File: src/rtl/instr_mem_loader.sv
// Boot loader: streams assembled UART words into instruction memory
// and releases the CPU once the end-of-program marker arrives.
module instr_mem_loader #(
    parameter int          ADDR_W   = 10,
    parameter logic [31:0] EOP_WORD = 32'hFFFF_FFFF
) (
    input  logic              clk,
    input  logic              reset,
    input  logic [31:0]       word_in,
    input  logic              word_valid,
    input  logic              restart,
    output logic              mem_we,
    output logic [ADDR_W-1:0] mem_addr,
    output logic [31:0]       mem_wdata,
    output logic              mips_enable,
    output logic              load_busy,
    output logic              load_done,
    output logic              overflow,
    output logic [ADDR_W:0]   word_count
);

    typedef enum logic [1:0] {
        IDLE,
        LOAD,
        DONE,
        ERROR
    } state_t;

    localparam logic [ADDR_W:0] CAP = {1'b1, {ADDR_W{1'b0}}};

    state_t          state;
    logic [ADDR_W:0] ptr;

    always_ff @(posedge clk) begin
        if (reset) begin
            state       <= IDLE;
            ptr         <= '0;
            word_count  <= '0;
            mem_we      <= 1'b0;
            mem_addr    <= '0;
            mem_wdata   <= '0;
            mips_enable <= 1'b0;
            load_busy   <= 1'b0;
            load_done   <= 1'b0;
            overflow    <= 1'b0;
        end else begin
            mem_we <= 1'b0;
            if (restart) begin
                state       <= IDLE;
                ptr         <= '0;
                word_count  <= '0;
                mips_enable <= 1'b0;
                load_busy   <= 1'b0;
                load_done   <= 1'b0;
                overflow    <= 1'b0;
            end else if (word_valid) begin
                case (state)
                    IDLE, LOAD: begin
                        if (word_in == EOP_WORD) begin
                            state       <= DONE;
                            load_busy   <= 1'b0;
                            load_done   <= 1'b1;
                            mips_enable <= 1'b1;
                        end else if (ptr < CAP) begin
                            state      <= LOAD;
                            load_busy  <= 1'b1;
                            mem_we     <= 1'b1;
                            mem_addr   <= ptr[ADDR_W-1:0];
                            mem_wdata  <= word_in;
                            ptr        <= ptr + 1'b1;
                            word_count <= ptr + 1'b1;
                        end else begin
                            // Memory full: refuse the word rather than wrap.
                            state     <= ERROR;
                            load_busy <= 1'b0;
                            overflow  <= 1'b1;
                        end
                    end
                    default: ;
                endcase
            end
        end
    end

endmodule

File: config.mk
export PLATFORM = sky130hd
export DESIGN_NAME = instr_mem_loader
export DESIGN_NICKNAME = d
export VERILOG_FILES = /design/src/rtl/instr_mem_loader.sv
export SDC_FILE = /design/constraint.sdc
export NUM_CORES = 1
export LEC_CHECK = 0
export ABC_AREA = 1
export CORE_MARGIN = 3
export CORE_UTILIZATION = 49
export CTS_BUF_LIST = sky130_fd_sc_hd__clkbuf_2 sky130_fd_sc_hd__clkbuf_4 sky130_fd_sc_hd__clkbuf_8
export CTS_CLUSTER_SIZE = 24
export DETAILED_ROUTE_END_ITERATION = 8
export PLACE_DENSITY = 0.87
export SLEW_MARGIN = 20
export SYNTH_ARGS = -nofsm -noshare
export SYNTH_HDL_FRONTEND = slang
export SYNTH_SLANG_ARGS = --single-unit
File: constraint.sdc
create_clock -name clk -period 1.8 [get_ports clk]
set_input_delay 0.54 -clock clk [delete_from_list [all_inputs] [get_ports clk]]
set_output_delay 0.54 -clock clk [all_outputs]
set_load 0.01 [all_outputs]
==> results of run 1 <==
repair_timing:
action                     CTS  global route
hold buffers                 0             0
gates resized for setup     11            66
cloned                       0             5
buffers inserted             0             2
pin swaps                    0            11
setup endpoints to repair   35            83
placed cells by master (no fill, tap or decap), types with 2 or more instances in the layout:
| master | netlist | final |
|---|---|---|
| nor2_4 | 0 | 2 |
| buf_6 | 6 | 3 |
| a21oi_1 | 7 | 7 |
| nand2_1 | 129 | 127 |
| clkdlybuf4s50_1 | 0 | 26 |
| nor2_1 | 63 | 61 |
| a21oi_2 | 8 | 8 |
| dlygate4sd2_1 | 0 | 7 |
| clkbuf_8 | 0 | 10 |
| buf_4 | 1 | 32 |
| dfxtp_2 | 0 | 2 |
| clkinv_1 | 2 | 2 |
| dfxtp_1 | 58 | 56 |
| xor2_1 | 4 | 4 |
| clkbuf_16 | 0 | 3 |
| nand2_2 | 8 | 9 |
| clkinv_2 | 0 | 2 |
| buf_12 | 1 | 5 |
| dlymetal6s2s_1 | 0 | 60 |
| clkinvlp_4 | 0 | 2 |
| inv_1 | 131 | 131 |
| nand4_1 | 44 | 44 |
| nor2_2 | 2 | 2 |
| nand3_1 | 19 | 19 |
flip-flops by register name, summed over array words and instances, names as in the netlist:
register and cells:
mem_addr 10, mem_we 1, ptr 11, load_done 1, overflow 1, mem_wdata 32, state 1, load_busy 1
tightest hold or removal path: cells and delay by family (launching register included):
kind / cells / cell delay [ns]
DFF: 1 / 0.32
buffers and inverters: 1 / 0.05
AOI/OAI and AO/OA: 1 / 0.05
kinds of logic after synthesis:
family	count (synthesis)	share of synthesized area, %
flip-flops	58	36.24
AND/OR/NAND/NOR	268	37.56
adder cells (fa/ha/maj)	1	0.3904
AO/OA/AOI/OAI	15	3.280
buffers and inverters	161	21.44
XOR/XNOR	4	1.093
worst min-delay path by stage:
stage                endpoint  slack (ns)
CTS                 load_done        0.47
detailed placement  load_done        0.46
floorplan           load_done        0.49
finish              load_done        0.47
global route        load_done        0.49
global placement    load_done        0.46
layer usage:
metal | wire (µm) | vias to the layer above | track usage (%)
met5 | 0 | - | 0
met4 | 322 | 0 | 7.507
met3 | 623 | 36 | 7.285
met2 | 5032 | 144 | 40.23
met1 | 3980 | 1607 | 29.19
li1 | - | 1739 | -
through the flow:
stage	hold WS, ns	power, µW	area, µm²	std cells	utilization, %
5_1_grt	0.4944	3358	4863	706	79.33
6_report	0.4721	3216	4863	706	79.33
3_5_place_dp	0.4644	2013	4380	684	71.45
4_1_cts	0.4737	3191	4574	699	74.61
3_3_place_gp	0.4571	1995	4380	684	71.45
2_1_floorplan	0.4859	1701	3204	507	-
where the power goes:
part / internal, µW / switching, µW
registers: 1350 / 39.2
logic: 308 / 310
clock network: 664 / 544
total: 2320 / 894
cell type report:
cell class                      count  area (µm²)  area share (%)
Clock buffer                       10       137.6           2.830
Clock inverter                      5       55.05           1.132
Inverter                          134       503.0           10.34
Multi-Input combinational cell    288        1389           28.56
Sequential cell                    58        1164           23.93
Tap cell                           75       93.84           1.930
Timing Repair Buffer              136        1521           31.28
==> impl.org, run 1 <==
** Outcome
- Status :: complete, but fails checks
- Violations in the final reports :: negative setup slack

** Drt
- Final antenna-violating net count :: 0
- Routed len/inst :: 14.10 µm
- Via Count :: 3526
- For this run, the detailed router's first-pass iteration total came to 7.
- After detailed routing, the number of vias per cell comes to 4.994.
- Number of DRC markers after the initial detailed-route iteration :: 188
- Routed Wire Length :: 9958 µm
- DRC violations left :: 0

** GRT
- Number of global-route vias before repair :: 3212
- Total GRT Usage :: 23.92%
- Summed over all layers, the global routing overflow is 0.
- The first global-routing pass estimated 14360 µm of wire.
- Entering global routing, the biggest net connects 43 pins.
- Number of antenna violations at the first check in global routing :: 0

** Logic synthesis
- Synthesis inferred 58 register bits.
- Synthesis produced a netlist with a net count of 544.
- Synth top area cells :: dfxtp_1, inv_1, nand2_1
- Yosys printed 0 warnings.
- In the synthesized netlist the async set-or-reset flop fraction comes to 0%.
- Among all cell types in the netlist, the one instantiated most often is inv_1.
- Synth Area per Inst :: 6.320 µm²
- Counting distinct cell types in the post-synthesis netlist gives 23.
- In the synthesized netlist, the cells that appear most often are inv_1, nand2_1, nor2_1.
- Of all cell types, the one taking the most synthesized area is dfxtp_1.
- Counting every instance in the synthesized netlist gives 507.
- In this run the cell area of the synthesized design comes to 0.003204 mm².
- The share of the Yosys chip area taken by registers is 36.24%.
- Yosys mapped a number of flops with a built-in enable equal to 0.
- The most used flip-flop cell after synthesis is dfxtp_1.
- Proportion of netlist area held by the largest area contributor :: 36.24%

** Timing
- For the finished layout, the period the worst path requires is 1.841 ns.
- Final WS setup :: -0.04114 ns
- Max Transition Viols Final :: 0
- Setup repair after global routing missed its margin :: true
- Highest Clock Rate :: 0.5431 GHz
- At the pin with the least slew margin, the transition time is 0.2610 ns.
- Headroom to the max-slew limit came out at 82.54%.
- After routing, the total negative slack on setup checks comes to -0.3443 ns.
- The number of hold violations in the final report is 0.
- Setup violations remaining at the end of the flow were counted as 16.
- After layout, the worst path uses 102.3% of the clock period.
- Across the routed clock network, the largest skew measured is 0.005256 ns.

** CTS
- Clock root buffer :: clkbuf_8
- Clock buffers created by TritonCTS :: 9
- Maximum clock insertion buffer count :: 2
- CTS tree :: built
- At the later pin of the worst-skew pair, clock insertion delay measures 0.34 ns.
- The tree built by TritonCTS fans out to 58 sinks.
- CTS H-Tree Depth :: 3
- After clock tree synthesis, the clock-pin slew on the worst setup and hold paths is 0.07 ns.

** Floorplanning
- The die covers 0.007546 mm².
- The floorplan has 28 rows.
- Vertical extent of the die :: 86.87 µm
- The die is 86.87 µm wide.
- CORE AREA :: 0.006131 mm²
- Once the floorplan was initialized, standard cells occupied 52.27% of the core.
- Count of pins on the block boundary :: 94

** Critical path
- STA classifies the critical path startpoint as an input port.
- Critical path endpoint category :: register
- On the critical path, the stage with the largest delay is an instance of clkdlybuf4s50_1.
- Measured in cells, the most critical reg-to-reg path has a length of 6.
- The cell that appears most often on the critical path is nand2_1.
- The critical path is of the in -> reg type.
- Together, buffers and inverters on the worst path number 3.
- The critical path starts at word_in[4].
- In this run the worst path has a maximum fanout of 7.
- On the worst path, the slowest cell contributes a delay of 0.48 ns.
- For flop-to-flop paths, the worst setup slack is 0.30 ns.
- In this run the critical register-to-register path is launched from ptr[0].
- STA puts the critical path data required time at 2.04 ns.
- Chain of cells forming the critical path :: clkdlybuf4s50_1 > nand2_1 > nor2_1 > nand2_1 > nor2_4 > nand2_4 > nand3_4 > clkbuf_16 > nand2_1 > inv_1 > nor2_1
- Data on the critical path arrives at its endpoint at 2.08 ns.
- The endpoint identified for the worst register-to-register timing path is ptr[6].
- CP Depth :: 11
- In this run the worst setup path terminates at mem_addr[9].
- The kind of cell with the highest combined delay along the critical path is simple AND/OR/NAND/NOR gates.

** Min path
- The worst hold path begins at load_done.
- The worst hold path was traced through 2 stages.
- The worst hold path belongs to the class reg -> reg.

** Placement
- Detailed placer's ending HPWL :: 6264 µm
- In this run the tool buffered the top-level ports with 93 buffer cells.
- Last weighted congestion value of the routability-driven placer :: 0.8875
- Prior to clock tree synthesis, the placed netlist has a worst setup slack of -0.3766 ns.

** Cells and area
- After the last flow step, the layout net total stands at 664.
- Relative to the synthesized area, the layout overhead comes to 51.78%.
- Fill cell total of the finished layout :: 399
- Number of antenna repair diodes :: 0
- Share of final-layout standard cells stronger than drive strength 1 :: 13.63%

** Run
- Max-cap violations in this run came to 0.

** Power
- IR analysis of the VDD net gives a maximum drop of 0.5350 mV.
- Summed over all cells, the static leakage comes to 0.003099 µW.
- Power per cell area :: 661.3 mW/mm²
(Power assumes the default switching activity.)
==> run 2, diff against run 1 <==
--- a/config.mk
+++ b/config.mk
@@ -12,6 +12,7 @@
 export CTS_CLUSTER_SIZE = 24
 export DETAILED_ROUTE_END_ITERATION = 8
 export PLACE_DENSITY = 0.87
+export SKIP_CTS_REPAIR_TIMING = 1
 export SLEW_MARGIN = 20
 export SYNTH_ARGS = -nofsm -noshare
 export SYNTH_HDL_FRONTEND = slang
==> run 2 against run 1 <==
The run still ends with negative setup slack left. Wire length up 4.8%. Utilization up 1.1 points. Via count up 3.3%. Largest cell class unchanged.
==> impl.org, run 2 (synthesis gave the netlist of run 1 again) <==
** Outcome
- Status :: complete, but fails checks
- Violations in the final reports :: negative setup slack

** CTS
- Clk pin slew, worst setup/hold paths :: 0.07 ns
- For this design, the sink count on the clock tree is 58.
- Clock buffers created by TritonCTS :: 9
- Clock root buffer :: clkbuf_8
- TritonCTS built the clock tree.
- For the worst-skew pair, the clock arrives at the later sink with an insertion delay of 0.34 ns.
- Maximum clock insertion buffer count :: 2
- CTS H-Tree Depth :: 3

** Timing
- Final setup violation count :: 3
- Highest Clock Rate :: 0.5488 GHz
- Clock Skews :: 0.006451 ns
- For the pin with the worst max-slew slack, the measured transition is 0.2572 ns.
- The routed design could run at a clock period as short as 1.822 ns.
- Final Hold Vio Count :: 0
- The final count of pins violating max slew came to 0.
- Setup TNS Final :: -0.03926 ns
- Across all setup checks in the final design, the least slack found is -0.02219 ns.
- The worst pin sits at a relative slew slack of 82.79%.
- After layout, the worst path uses 101.2% of the clock period.

** Cells and area
- The top cell types in the final layout, fill and taps aside, are inv_1, nand2_1, dlymetal6s2s_1, nor2_1, dfxtp_1.
- For this run, the post-layout net count is 667.
- After the flow finishes, the layout carries non-filler instances totaling 709.
- Most common cell after layout, fill and taps aside :: inv_1
- Measured on the finished design, the core utilization comes to 80.43%.
- 0 antenna diodes ended up in the layout.
- Fill cell total of the finished layout :: 396
- Of the cells placed in the final design, the portion with a size suffix greater than 1 is 14.20%.
- The area growth from synthesis to layout is 53.89%.
- The register with the most flip-flops in the layout has 32 of them.
- Register ranked first by flip-flop count :: mem_wdata
- In the final layout, the registers with the most flip-flops are mem_wdata x32, ptr x11, mem_addr x10.

** GRT
- Global-route wire length before repair :: 14370 µm
- For met1 alone, demand over resource in global routing was 29.25%.
- The via count of the first global-routing pass was 3214.
- GR Overflow Total :: 0
- Met3 usage in global routing :: 7.285%
- Number of antenna violations at the first check in global routing :: 0
- Met2 global-route usage :: 40.23%
- Entering global routing, the biggest net connects 43 pins.
- The layer flagged by global routing as most heavily used is met2.
- In the global route stage, overall resource usage came out at 23.94%.

** Critical path
- Worst path buffer plus inverter count :: 5
- CP startpoint kind :: input port
- Depth of the worst register-to-register path :: 7
- Critical path endpoint category :: register
- Cell family with most CP delay :: buffers and inverters
- Worst-path fanout max :: 31
- Register-to-Register Setup Slack :: 0.23 ns
- Required time worst endpoint :: 2.04 ns
- Reg-to-reg critical path endpoint :: ptr[8]
- In this run the critical register-to-register path is launched from ptr[0].
- In this run the number of cells on the critical path is 10.
- Chain of cells forming the critical path :: clkdlybuf4s50_1 > inv_1 > nor2_2 > inv_2 > nor2_8 > buf_4 > buf_12 > nand4_1 > nand2_1 > nor2_1
- For this design, the slowest cell found on the critical path is clkdlybuf4s50_1.
- Category of the critical setup timing path :: in -> reg
- STA puts the critical path data arrival time at 2.06 ns.
- For this run, the slowest stage of the critical path takes 0.46 ns.

** Placement
- Once placement completed, the tool counted placed cells totaling 684.
- Detailed placer's ending HPWL :: 6264 µm
- Last weighted congestion value of the routability-driven placer :: 0.8875
- Buffers placed on the I/O ports in this run total 93.

** Min path
- Number of stages on the worst hold path :: 2
- HP Start :: load_done
- The path with the worst hold slack has its endpoint at load_done.
- The min-delay analysis places its worst path in the category reg -> reg.

** Floorplanning
- Die width :: 86.87 µm
- Once the floorplan was initialized, standard cells occupied 52.27% of the core.
- Count of pins on the block boundary :: 94
- In this run the vertical extent of the chip is 86.87 µm.
- CORE AREA :: 0.006131 mm²
- Standard-cell rows :: 28
- Die ar. :: 0.007546 mm²

** Drt
- After detailed routing, the average wire length per cell comes to 14.71 µm.
- After detailed routing, the number of vias per cell comes to 5.140.
- Via Count :: 3644
- Final antenna-violating net count :: 0
- The first detailed-routing pass ran for 6 iterations.
- DRC violations left :: 0
- Routed Wire Length :: 10430 µm
- Number of DRC markers after the initial detailed-route iteration :: 248

** Run
- Number of max-cap violations :: 0

** Power
- Final Total Pwr :: 3227 µW
- Power per cell area :: 654.4 mW/mm²
- VDD sags by at most 0.5247 mV.
- The analysis attributes to cell leakage a power of 0.003219 µW.
-- run 2: worst register-to-register path: stages (launching register included) --
cell,delay [ns]
dfxtp_1,0.39
ha_1,0.26
nand3_1,0.13
nor2_1,0.24
nand3_1,0.13
nand2_1,0.11
nand3_1,0.11
a21oi_2,0.15
-- run 2: area by class of cell --
cell class	instances	area (µm²)	share of cell area [%]
repair buffers	139	1587	32.17
multi-input cells	288	1391	28.22
flip-flops and latches	58	1164	23.60
inverters	134	503.0	10.20
clock buffers	10	137.6	2.791
well taps	75	93.84	1.903
clock inverters	5	55.05	1.116
-- run 2: metrics by stage --
step           hold slack, ns  area, µm²  setup WS [ns]
4_1_cts                0.4737       4573        -0.1027
3_5_place_dp           0.4644       4380        -0.3766
5_1_grt                0.4938       4931       -0.08726
6_report               0.4706       4931       -0.02219
2_1_floorplan          0.4859       3204         0.2978
3_3_place_gp           0.4571       4380        -0.3460
-- run 2: metal layers --
metal / vias to the layer above / share of wire (%) / wire length [µm]
li1: 1746 / - / -
met1: 1671 / 38 / 4005
met2: 196 / 51 / 5300
met3: 31 / 8.0 / 838
met4: 0 / 2.7 / 286
met5: - / 0 / 0
-- run 2: how the worst max path moves through the flow --
stage	start	end
global placement	word_in[19]	mem_addr[1]
CTS	ptr[1]	word_count[1]
floorplan	word_in[1]	overflow
global route	word_valid	mem_addr[9]
finish	word_valid	mem_addr[9]
detailed placement	word_in[13]	mem_addr[5]
-- run 2: report_power, final --
| group | leakage [µW] | switching (µW) | internal, µW | total, µW |
|---|---|---|---|---|
| sequential | 0.000477 | 38.0 | 1350 | 1390 |
| clock | 0.0000941 | 540 | 664 | 1200 |
| combinational | 0.00265 | 320 | 315 | 635 |
==> run 3, diff against run 2 <==
--- a/config.mk
+++ b/config.mk
@@ -6,6 +6,7 @@
 export NUM_CORES = 1
 export LEC_CHECK = 0
 export ABC_AREA = 1
+export CAP_MARGIN = 10
 export CORE_MARGIN = 3
 export CORE_UTILIZATION = 49
 export CTS_BUF_LIST = sky130_fd_sc_hd__clkbuf_2 sky130_fd_sc_hd__clkbuf_4 sky130_fd_sc_hd__clkbuf_8
==> results of run 3 <==
No change in the layout: final DEF, timing and power equal those of run 2.
